[src/rtl/mux4_scan_ctrl.sv]
// Scan sequencer for a 4:1 bit mux: steps sel through the enabled channels,
// holds each for dwell+1 cycles and samples mux_out on the last edge of each dwell.
module mux4_scan_ctrl #(
   parameter int DWELL_W = 4
) (
   input  logic               clk,
   input  logic               rst_n,
   input  logic               start_i,
   input  logic [DWELL_W-1:0] dwell_i,
   input  logic [3:0]         mask_i,
   input  logic               mux_out_i,
   output logic [1:0]         sel_o,
   output logic [3:0]         data_o,
   output logic               valid_o,
   output logic               busy_o,
   output logic [1:0]         state_o
);

   typedef enum logic [1:0] {
      ST_IDLE = 2'd0,
      ST_WAIT = 2'd1,
      ST_DONE = 2'd2
   } state_t;

   state_t             state_q;
   logic [1:0]         sel_q;
   logic [3:0]         data_q;
   logic               valid_q;
   logic               busy_q;
   logic [3:0]         shadow_q;
   logic [DWELL_W-1:0] count_q;
   logic [3:0]         mask_q;
   logic [DWELL_W-1:0] dwell_q;

   logic       next_found;
   logic [1:0] next_sel;
   logic [1:0] first_sel;
   logic [3:0] shadow_upd;

   // Scanning from the top down leaves the lowest qualifying index in the result.
   always_comb begin
      next_found = 1'b0;
      next_sel   = 2'd0;
      first_sel  = 2'd0;
      for (int k = 3; k >= 0; k--) begin
         if (k > int'(sel_q) && mask_q[k]) begin
            next_found = 1'b1;
            next_sel   = 2'(k);
         end
         if (mask_i[k]) begin
            first_sel = 2'(k);
         end
      end
      shadow_upd        = shadow_q;
      shadow_upd[sel_q] = mux_out_i;
   end

   always_ff @(posedge clk or negedge rst_n) begin
      if (!rst_n) begin
         state_q  <= ST_IDLE;
         sel_q    <= 2'd0;
         data_q   <= 4'd0;
         valid_q  <= 1'b0;
         busy_q   <= 1'b0;
         shadow_q <= 4'd0;
         count_q  <= '0;
         mask_q   <= 4'd0;
         dwell_q  <= '0;
      end else begin
         case (state_q)
            ST_IDLE: begin
               sel_q   <= 2'd0;
               busy_q  <= 1'b0;
               valid_q <= 1'b0;
               if (start_i) begin
                  mask_q  <= mask_i;
                  dwell_q <= dwell_i;
                  if (mask_i != 4'd0) begin
                     state_q  <= ST_WAIT;
                     sel_q    <= first_sel;
                     count_q  <= dwell_i;
                     shadow_q <= 4'd0;
                     busy_q   <= 1'b1;
                  end else begin
                     state_q <= ST_DONE;
                     data_q  <= 4'd0;
                     valid_q <= 1'b1;
                  end
               end
            end
            ST_WAIT: begin
               if (count_q != '0) begin
                  count_q <= count_q - 1'b1;
               end else begin
                  shadow_q <= shadow_upd;
                  if (next_found) begin
                     sel_q   <= next_sel;
                     count_q <= dwell_q;
                  end else begin
                     state_q <= ST_DONE;
                     data_q  <= shadow_upd;
                     valid_q <= 1'b1;
                     busy_q  <= 1'b0;
                     sel_q   <= 2'd0;
                  end
               end
            end
            ST_DONE: begin
               state_q <= ST_IDLE;
               valid_q <= 1'b0;
               sel_q   <= 2'd0;
               busy_q  <= 1'b0;
            end
            default: begin
               state_q <= ST_IDLE;
               valid_q <= 1'b0;
               busy_q  <= 1'b0;
               sel_q   <= 2'd0;
            end
         endcase
      end
   end

   assign sel_o   = sel_q;
   assign data_o  = data_q;
   assign valid_o = valid_q;
   assign busy_o  = busy_q;
   assign state_o = state_q;

endmodule

[config.mk]
export PLATFORM = sky130hd
export DESIGN_NAME = mux4_scan_ctrl
export DESIGN_NICKNAME = d
export VERILOG_FILES = /design/src/rtl/mux4_scan_ctrl.sv
export SDC_FILE = /design/constraint.sdc
export NUM_CORES = 1
export LEC_CHECK = 0
export CORE_ASPECT_RATIO = 0.5
export CORE_UTILIZATION = 45
export DETAILED_ROUTE_END_ITERATION = 10
export GPL_ROUTABILITY_DRIVEN = 1
export PLACE_DENSITY_LB_ADDON = 0.08
export SLEW_MARGIN = 20
export SYNTH_ARGS = -nofsm -noshare
export SYNTH_HDL_FRONTEND = slang
export SYNTH_SLANG_ARGS = --single-unit
[constraint.sdc]
create_clock -name clk -period 2.17 [get_ports clk]
set_input_delay 0.434 -clock clk [delete_from_list [all_inputs] [get_ports clk]]
set_output_delay 0.434 -clock clk [all_outputs]
set_load 0.01 [all_outputs]
Word-level counts from Yosys, hierarchy flattened
Index checks and enable logic that the tools add are counted.
Word-level totals
  flip-flop bits (word level): 26
  bits in latches: 0
  RAM bits: 0
  bits in read-only memories: 0
  logic and storage cells: 83
  memories: 0
Operators by class
  add/sub/neg operators: 1
  multiply operators: 0
  div/mod/pow operators: 0
  order comparisons: 5
  equality and inequality tests: 7
  shift operators: 0
  muxes and demuxes: 47
  bitwise gates (word level): 0
  reduce and logical (&&, ||, !) cells: 14
Operators with widths (count)
  2-to-1 mux 4 bit: 11
  2-to-1 mux 2 bit: 15
  one-hot mux 4 bit (2 select lines): 3
  2-to-1 mux 1 bit: 12
  != test 2 bit, second input constant: 5
  one-hot mux 2 bit (2 select lines): 2
  AND reduction 4 bit: 2
  nonzero test 4 bit: 2
  AND reduction 5 bit: 1
  bitwise mux 4 bit: 1
  greater-than comparator 2 bit, first input constant: 2
  logical AND 1 bit: 4
  one-hot mux 1 bit (2 select lines): 2
  AND reduction 2 bit: 2
  subtractor 4 x 1 -> 4 bit, second input constant: 1
  < comparator 2 x 3 -> 1 bit, second input constant: 1
  != test 3 bit, second input constant: 1
  AND reduction 3 bit: 1
  demux 1 bit (select 2 bit): 1
  equality test 2 x 1 -> 1 bit, second input constant: 1
  greater-or-equal comparator 2 x 1 -> 1 bit, second input constant: 1
  greater-than comparator 1 x 2 -> 1 bit, first input constant: 1
  zero test 2 bit: 1
  nonzero test 2 bit: 1

Depth between registers and ports, before layout
Gate-level depths: netlist (run 1).
  word-level depth: 8
  gate-level depth with buffers: 7
  gate-level depth less buffers: 6

Least setup slack after synthesis (run 1)
No wires, ideal clock.
  kind: reg-to-reg
  start: register count_q[0]
  end: register count_q[1]
  arrival: 1.659 ns
  path slack: 0.385 ns
  cell stages (with the launch flop): 8
  clock period less this slack: 1.785 ns
  cells stage by stage: dfrtp_1 inv_1 ha_1 nor3b_4 and2_1 buf_4 a21oi_1 a221o_1
On the way
  word-level cells in the longest chain between the ends: 3
  elaborated cells on any way between the ends: 6
Ends and longest elaborated chain
  start: declaration: RTL line 31  | logic [DWELL_W-1:0] count_q;
  start signal: assignment: RTL line 81  | count_q <= dwell_i;
  start signal: assignment: RTL line 93  | count_q <= count_q - 1'b1;
  start signal: assignment: RTL line 98  | count_q <= dwell_q;
  subtractor 4 x 1 -> 4 bit / nonzero test 4 bit (equally long branches): RTL line 93, 92
  2-to-1 mux 4 bit / != test 3 bit (equally long branches)
  one-hot mux 4 bit (2 select lines) / AND reduction 4 bit (equally long branches)
Parallel ways exist; a longest one is shown, timed or not.
A chain may end at the register's enable or synchronous reset.

Worst setup path after layout (run 1)
  start: input port mask_i[2]
  end: register data_q[1], in the netlist data_o[1]
On the way
  word-level cells in the longest chain between the ends: 3
Ends and longest elaborated chain
  start: declaration: RTL line 10  | input logic [3:0] mask_i,
  nonzero test 4 bit: RTL line 78  | if (mask_i != 4'd0) begin
  != test 2 bit (no source line)
  AND reduction 5 bit (no source line)
  end signal: assignment: RTL line 101  | data_q <= shadow_upd;
  end: declaration: RTL line 27  | logic [3:0] data_q;
No other way between the ends.

==> impl_table.tex, run 1 <==
\begin{tabular}{lr}
\hline
Metric & Value \\
\hline
\multicolumn{2}{l}{\textbf{Final layout}} \\
\quad Sequential cell area & 626 sq um \\
\quad Number of inserted diodes & 0 \\
\quad Highest-count cells in the layout ignoring fill and taps & sky130\_fd\_sc\_hd\_\_dfrtp\_1 (25), sky130\_fd\_sc\_hd\_\_clkdlybuf4s50\_1 (21), sky130\_fd\_sc\_hd\_\_nand2\_1 (14), sky130\_fd\_sc\_hd\_\_buf\_4 (14), sky130\_fd\_sc\_hd\_\_nor2\_1 (13) \\
\quad Fillcell total & 254 \\
\quad Area of combinational cells with multiple inputs & 724 sq um \\
\quad Final design area excluding fillers & 0.00179 sq mm \\
\quad Area growth, synth to finish & 26.0\% \\
\quad Final cell utilization of the core & 64.4\% \\
\quad Fraction of layout cells with a size suffix above 1 & 19.7\% \\
\quad Commonest non-fill, non-tap cell in the layout & sky130\_fd\_sc\_hd\_\_dfrtp\_1 \\
\quad Number of standard cells in the layout, taps in and fillers out & 215 \\
\quad Net count, final & 192 \\
\multicolumn{2}{l}{\textbf{Placed design}} \\
\quad Post-detail-place hpwl & 2460 um \\
\quad Routability Congestion & 0.896 \\
\quad Area of placed instances & 0.00175 sq mm \\
\quad Post-Place Cells & 211 \\
\quad Port bufs & 21 \\
\multicolumn{2}{l}{\textbf{Timing}} \\
\quad Final period utilization & 88.5\% \\
\quad Max Transition Viols Final & 0 \\
\quad Clock skew after layout & 0.00138 ns \\
\quad Worst slack on hold paths & 0.480 ns \\
\quad Shortest clock period the worst path allows after layout & 1.92 ns \\
\quad Final Hold Violating Endpoints & 0 \\
\quad RSZ-0062 raised after global routing & false \\
\quad Worst-Margin Slew & 0.349 ns \\
\quad Max\_slew headroom & 76.1\% \\
\quad Number of endpoints failing setup at the final stage & 0 \\
\quad Max Clk Rate & 521 MHz \\
\multicolumn{2}{l}{\textbf{Die}} \\
\quad I/O pin total & 22 \\
\quad Starting utilization of the core area & 51.1\% \\
\quad Die Footprint & 0.00340 sq mm \\
\quad Die X-Extent & 81.5 um \\
\quad Core Area & 0.00278 sq mm \\
\quad Chip Height & 41.7 um \\
\quad Number of standard-cell rows in the floorplan & 13 \\
\multicolumn{2}{l}{\textbf{Pwr}} \\
\quad Worst ir drop on vdd & 0.793 mV \\
\quad Leakage power summed over all cells & 0.789 nW \\
\quad Total design power & 2.65 mW \\
\quad Power density of the placed cells & 1480 mW/mm\^{}2 \\
\multicolumn{2}{l}{\textbf{Clock network}} \\
\quad Count of cells resized by post-cts repair & 0 \\
\quad Root buffer selected by CTS & sky130\_fd\_sc\_hd\_\_clkbuf\_8 \\
\quad Setup Fix Bufs, Post-CTS & 0 \\
\quad Reg clk slew, reported paths & 0.08 ns \\
\quad Clock Path Buffers & 2 \\
\quad CTS Buf Count & 3 \\
\quad CTS tree & yes \\
\quad Cts hold-fix bufs & 0 \\
\quad Clock sinks & 25 \\
\quad Skew-Pair Late Insertion Delay & 0.27 ns \\
\quad CTS HTree Levels & 1 \\
\multicolumn{2}{l}{\textbf{GRT}} \\
\quad Maximum number of pins on one net before global-route repair & 26 \\
\quad Overall track demand over capacity in global routing & 21.6\% \\
\quad Total congestion overflow after global routing & 0 \\
\quad Via count of the first global-routing pass & 1164 \\
\quad Number of antenna violations at the first check in global routing & 0 \\
\quad Global-route wire length before repair & 5550 um \\
\multicolumn{2}{l}{\textbf{Synth}} \\
\quad Register area share after synthesis & 44.0\% \\
\quad Nets in the synthesized netlist & 159 \\
\quad Synth Register Bits & 25 \\
\quad Fraction of post-synthesis cell area in the top cell type by area & 44.0\% \\
\quad Proportion of synthesized flip-flops having asynchronous set or reset & 100\% \\
\quad Syn Area/Cell & 9.74 sq um \\
\quad Post-synth top area cell & sky130\_fd\_sc\_hd\_\_dfrtp\_1 \\
\quad Cell Area, Synth & 0.00142 sq mm \\
\quad Distinct cell type count of the synthesized netlist & 44 \\
\quad YS warnings & 0 \\
\quad Synth top area cells & sky130\_fd\_sc\_hd\_\_dfrtp\_1 (44\%), sky130\_fd\_sc\_hd\_\_mux2\_2 (7.9\%), sky130\_fd\_sc\_hd\_\_a21oi\_1 (3.9\%) \\
\quad Cell count after synthesis & 146 \\
\quad Post-synth EDFFs & 0 \\
\quad Predominant post-synthesis flop cell & sky130\_fd\_sc\_hd\_\_dfrtp\_1 \\
\multicolumn{2}{l}{\textbf{Setup path}} \\
\quad Highest fanout seen on the critical path & 5 \\
\quad Cells traversed along the worst timing path & clkdlybuf4s50\_1, or4\_4, o31a\_4, a221o\_1 \\
\quad Endpoint class of the critical path & flip-flop \\
\quad Max stage delay cell, worst path & sky130\_fd\_sc\_hd\_\_or4\_4 \\
\quad Worst path max stage delay & 0.59 ns \\
\quad Critical path required time & 2.33 ns \\
\quad Worst Setup Start Kind & input port \\
\quad Kind of critical path & in2reg \\
\quad Arrival @ worst endpoint & 2.08 ns \\
\multicolumn{2}{l}{\textbf{Drt}} \\
\quad Number of vias per cell after detailed routing & 5.60 \\
\quad Remaining routing DRC violations & 0 \\
\quad Average wire length per cell after detail routing & 14.8 um \\
\quad Detailed-routing iteration count for the pre-antenna-repair pass & 4 \\
\quad Vias after detailed routing & 1203 \\
\quad DR iter-0 viols & 76 \\
\quad Post-detailed-routing wire length & 3190 um \\
\quad Residual antenna-violating net count after detailed routing & 0 \\
\multicolumn{2}{l}{\textbf{Run}} \\
\quad Number of max-cap violations & 0 \\
\multicolumn{2}{l}{\textbf{Outcome}} \\
\quad Outcome & finished clean \\
\multicolumn{2}{l}{\textbf{Hold path}} \\
\quad Type of the tightest min-delay check & reg2reg \\
\hline
\end{tabular}
## per-stage QoR
step,TNS [ns],setup WS (ns)
after floorplan,0,0.385
after global placement,-0.0181,-0.00971
after detailed placement,-0.0475,-0.0293
after CTS,0,0.259
after global routing,0,0.177
final,0,0.249
## flip-flops by register name, summed over array words and instances, names as in the netlist, 2 cells and up
name and flops:
dwell_q 4, data_o 4, state_o 2, shadow_q 4, mask_q 3, sel_o 2, count_q 4
## metal layers
layer  GRT usage (%)  wire (um)  vias up
met5               0          0        -
met4            4.29         14        0
met3            5.93        190        2
met2            31.8       1370       36
met1            31.5       1620      570
li1                -          -      595
## cells by family after synthesis
| logic type | after synthesis | synth area share (%) |
|---|---|---|
| multiplexers | 11 | 8.63 |
| flip-flops | 25 | 44.0 |
| AND/OR/NAND/NOR | 50 | 20.0 |
| AO/OA/AOI/OAI | 43 | 21.5 |
| buffers and inverters | 16 | 5.02 |
| adder cells (fa/ha/maj) | 1 | 0.880 |
## cells in the mapped netlist, types with 2 or more instances
cell and number:
sky130_fd_sc_hd__nor2b_1 2, sky130_fd_sc_hd__o21ai_0 7, sky130_fd_sc_hd__a21oi_1 11, sky130_fd_sc_hd__dfrtp_1 25, sky130_fd_sc_hd__and2_1 2, sky130_fd_sc_hd__a22oi_1 2
sky130_fd_sc_hd__nor3_1 2, sky130_fd_sc_hd__clkbuf_1 2, sky130_fd_sc_hd__o211a_1 2, sky130_fd_sc_hd__a211oi_1 3, sky130_fd_sc_hd__a221o_1 3, sky130_fd_sc_hd__nor2_1 13
sky130_fd_sc_hd__nand3_1 2, sky130_fd_sc_hd__inv_1 9, sky130_fd_sc_hd__buf_4 2, sky130_fd_sc_hd__mux2_2 10, sky130_fd_sc_hd__o211ai_1 3, sky130_fd_sc_hd__nand4_1 2
sky130_fd_sc_hd__buf_2 3, sky130_fd_sc_hd__nand2b_1 4, sky130_fd_sc_hd__nand2_1 14
## report_power, final
| group | internal (mW) | total, mW | switching (mW) |
|---|---|---|---|
| registers | 0.691 | 0.913 | 0.221 |
| clock network | 0.131 | 0.275 | 0.143 |
| logic | 0.756 | 1.46 | 0.708 |
## critical path, delay by kind of cell
kind / cells / cell delay (ns)
compound gates: 2 / 0.62
simple gates: 1 / 0.59
buf+inv: 1 / 0.43
## layout make-up
type,count,share of cell area (%)
inverter,9,1.89
tap,37,2.59
timing repair buffer,35,17.6
clock buffer,4,2.52
multi-input combinational,105,40.5
sequential,25,34.9
## final timing paths
path | start | end | slack (ns) | depth (start not counted)
worst max-delay path | mask_i[2] | data_o[1]$_DFFE_PN0P_ | 0.25 | 4
max in group asynchronous | rst_n | busy_o$_DFFE_PN0P_ | 1.40 | 2
worst min register to register | busy_o$_DFFE_PN0P_ | busy_o$_DFFE_PN0P_ | 0.48 | 1
min in group asynchronous | rst_n | shadow_q[3]$_DFFE_PN0P_ | 0.53 | 2
worst max register to register | count_q[0]$_DFFE_PN0P_ | data_o[1]$_DFFE_PN0P_ | 0.31 | 7
worst min-delay path | busy_o$_DFFE_PN0P_ | busy_o$_DFFE_PN0P_ | 0.48 | 1
Power figures use the tool's default switching activity.
==> inputs of run 2 (changes only) <==
--- a/config.mk
+++ b/config.mk
@@ -7,8 +7,10 @@
 export LEC_CHECK = 0
 export CORE_ASPECT_RATIO = 0.5
 export CORE_UTILIZATION = 45
+export CTS_CLUSTER_SIZE = 10
 export DETAILED_ROUTE_END_ITERATION = 10
 export GPL_ROUTABILITY_DRIVEN = 1
+export GPL_TIMING_DRIVEN = 0
 export PLACE_DENSITY_LB_ADDON = 0.08
 export SLEW_MARGIN = 20
 export SYNTH_ARGS = -nofsm -noshare
==> run 2 against run 1 <==
Clock power grew 3%. Sequential share of layout area grew 0.82 points. Routed wire length shrank 2.2%. Clock skew is essentially flat. First-iteration DRC count shrank 30%. Non-clock buffer count shrank 3. Via count shrank 1.3%. Register-to-register slack lost 0.17 ns. Largest cell class unchanged. Highest routed layer unchanged.
==> impl_table.tex, run 2 (synthesis results as in run 1) <==
\begin{tabular}{lr}
\hline
Metric & Value \\
\hline
\multicolumn{2}{l}{\textbf{Drt}} \\
\quad Post-detailed-routing wire length & 3120 um \\
\quad DR iter-0 viols & 53 \\
\quad Average wire length per cell after detail routing & 14.7 um \\
\quad Residual antenna-violating net count after detailed routing & 0 \\
\quad Number of vias per cell after detailed routing & 5.60 \\
\quad Vias after detailed routing & 1187 \\
\quad Detailed-routing iteration count for the pre-antenna-repair pass & 4 \\
\quad Remaining routing DRC violations & 0 \\
\multicolumn{2}{l}{\textbf{Placed design}} \\
\quad Routability Congestion & 0.873 \\
\quad Post-detail-place hpwl & 2200 um \\
\quad Port bufs & 21 \\
\quad Setup WS pre-CTS & -0.0714 ns \\
\multicolumn{2}{l}{\textbf{Clock network}} \\
\quad CTS HTree Levels & 1 \\
\quad Skew-Pair Late Insertion Delay & 0.27 ns \\
\quad Clock Path Buffers & 2 \\
\quad Reg clk slew, reported paths & 0.09 ns \\
\quad Count of cells resized by post-cts repair & 0 \\
\quad CTS Buf Count & 3 \\
\quad Clock sinks & 25 \\
\quad CTS tree & yes \\
\quad Root buffer selected by CTS & sky130\_fd\_sc\_hd\_\_clkbuf\_8 \\
\multicolumn{2}{l}{\textbf{GRT}} \\
\quad Number of antenna violations at the first check in global routing & 0 \\
\quad Overall track demand over capacity in global routing & 20.4\% \\
\quad Total congestion overflow after global routing & 0 \\
\quad Maximum number of pins on one net before global-route repair & 26 \\
\quad Global-route wire length before repair & 5150 um \\
\quad Via count of the first global-routing pass & 1073 \\
\multicolumn{2}{l}{\textbf{Die}} \\
\quad Die Footprint & 0.00340 sq mm \\
\quad Die X-Extent & 81.5 um \\
\quad Number of standard-cell rows in the floorplan & 13 \\
\quad I/O pin total & 22 \\
\quad Core Area & 0.00278 sq mm \\
\quad Starting utilization of the core area & 51.1\% \\
\quad Chip Height & 41.7 um \\
\multicolumn{2}{l}{\textbf{Timing}} \\
\quad Worst-Margin Slew & 0.690 ns \\
\quad Worst slack on hold paths & 0.148 ns \\
\quad Max\_slew headroom & 53.7\% \\
\quad Final Hold Violating Endpoints & 0 \\
\quad Max Clk Rate & 493 MHz \\
\quad Number of endpoints failing setup at the final stage & 0 \\
\quad Max Transition Viols Final & 0 \\
\quad Final period utilization & 93.4\% \\
\quad Shortest clock period the worst path allows after layout & 2.03 ns \\
\quad Clock skew after layout & 0.00152 ns \\
\quad RSZ-0062 raised after global routing & false \\
\quad Final worst setup slack & 0.143 ns \\
\multicolumn{2}{l}{\textbf{Setup path}} \\
\quad Kind of critical path & reg2reg \\
\quad Endpoint class of the critical path & flip-flop \\
\quad Worst R2R Path Depth & 7 \\
\quad Critical path required time & 2.33 ns \\
\quad Highest fanout seen on the critical path & 10 \\
\quad Worst Setup Start Kind & flip-flop \\
\quad Arrival @ worst endpoint & 2.19 ns \\
\multicolumn{2}{l}{\textbf{Final layout}} \\
\quad Net count, final & 189 \\
\quad Number of inserted diodes & 0 \\
\quad Highest-count cells in the layout ignoring fill and taps & sky130\_fd\_sc\_hd\_\_dfrtp\_1 (25), sky130\_fd\_sc\_hd\_\_clkdlybuf4s50\_1 (20), sky130\_fd\_sc\_hd\_\_nand2\_1 (14), sky130\_fd\_sc\_hd\_\_nor2\_1 (13), sky130\_fd\_sc\_hd\_\_a21oi\_1 (11) \\
\quad Fraction of layout cells with a size suffix above 1 & 18.3\% \\
\quad Area growth, synth to finish & 23.1\% \\
\quad Final cell utilization of the core & 62.9\% \\
\quad Fillcell total & 247 \\
\quad Commonest non-fill, non-tap cell in the layout & sky130\_fd\_sc\_hd\_\_dfrtp\_1 \\
\multicolumn{2}{l}{\textbf{Run}} \\
\quad Number of max-cap violations & 0 \\
\multicolumn{2}{l}{\textbf{Outcome}} \\
\quad Outcome & finished clean \\
\multicolumn{2}{l}{\textbf{Pwr}} \\
\quad Worst ir drop on vdd & 0.661 mV \\
\quad Power density of the placed cells & 1500 mW/mm\^{}2 \\
\quad Total design power & 2.62 mW \\
\quad Leakage power summed over all cells & 0.769 nW \\
\multicolumn{2}{l}{\textbf{Hold path}} \\
\quad Type of the tightest min-delay check & in2async \\
\hline
\end{tabular}
-- run 2: cell types whose count changed in the layout (fill, tap and decap cells not counted), sizes merged --
| cell | change |
|---|---|
| buf | -4 |
| clkbuf | +1 |
| clkdlybuf4s50 | -1 |
| clkinv | +1 |
-- run 2: routing by layer --
metal	GRT usage, %	routed length [um]
met2	29.3	1260
met4	3.21	15
met1	30.3	1630
met5	0	0
met3	5.93	218
-- run 2: critical path, cell delays in order (launching register included) --
cell and delay, ns:
sky130_fd_sc_hd__dfrtp_1 0.40, sky130_fd_sc_hd__inv_1 0.08, sky130_fd_sc_hd__ha_1 0.21, sky130_fd_sc_hd__nor3b_4 0.36, sky130_fd_sc_hd__and2_1 0.19, sky130_fd_sc_hd__buf_4 0.17, sky130_fd_sc_hd__a21oi_1 0.14, sky130_fd_sc_hd__a221o_1 0.37
-- run 2: area by class of cell --
type,count,area (sq um),area share [%]
Tap cell,37,46.3,2.65
Timing Repair Buffer,25,235,13.4
Buffer,7,37.5,2.15
Sequential cell,25,626,35.8
Clock buffer,3,41.3,2.36
Inverter,9,33.8,1.93
Clock inverter,1,5.00,0.286
Multi-Input combinational cell,105,724,41.4
-- run 2: through the flow --
stage,cells,TNS [ns],area (sq um)
floorplan,146,0,1420
global placement,204,-0.249,1680
detailed placement,204,-0.276,1670
CTS,208,0,1720
global route,212,0,1750
finish,212,0,1750
-- run 2: power by group --
| group | total (mW) | switching [mW] | internal (mW) | leakage, nW |
|---|---|---|---|---|
| Sequential | 0.877 | 0.185 | 0.692 | 0.308 |
| Clock | 0.282 | 0.154 | 0.129 | 0.0255 |
| Combinational | 1.46 | 0.743 | 0.716 | 0.435 |
-- run 2: what timing repair did --
| action | CTS | global route |
|---|---|---|
| buffers inserted | 0 | 4 |
| setup endpoints to repair | 0 | 2 |
| hold endpoints to repair | 0 | 0 |
| hold buffers | 0 | 0 |
-- run 2: final timing paths --
check	from	end	slack, ns
max in group asynchronous	rst_n	count_q[2]$_DFFE_PN0P_	1.64
worst min-delay path	rst_n	shadow_q[3]$_DFFE_PN0P_	0.15
worst max register to register	count_q[0]$_DFFE_PN0P_	count_q[1]$_DFFE_PN0P_	0.14
worst max-delay path	count_q[0]$_DFFE_PN0P_	count_q[1]$_DFFE_PN0P_	0.14
min in group clk	busy_o$_DFFE_PN0P_	busy_o$_DFFE_PN0P_	0.48
worst min register to register	busy_o$_DFFE_PN0P_	busy_o$_DFFE_PN0P_	0.48
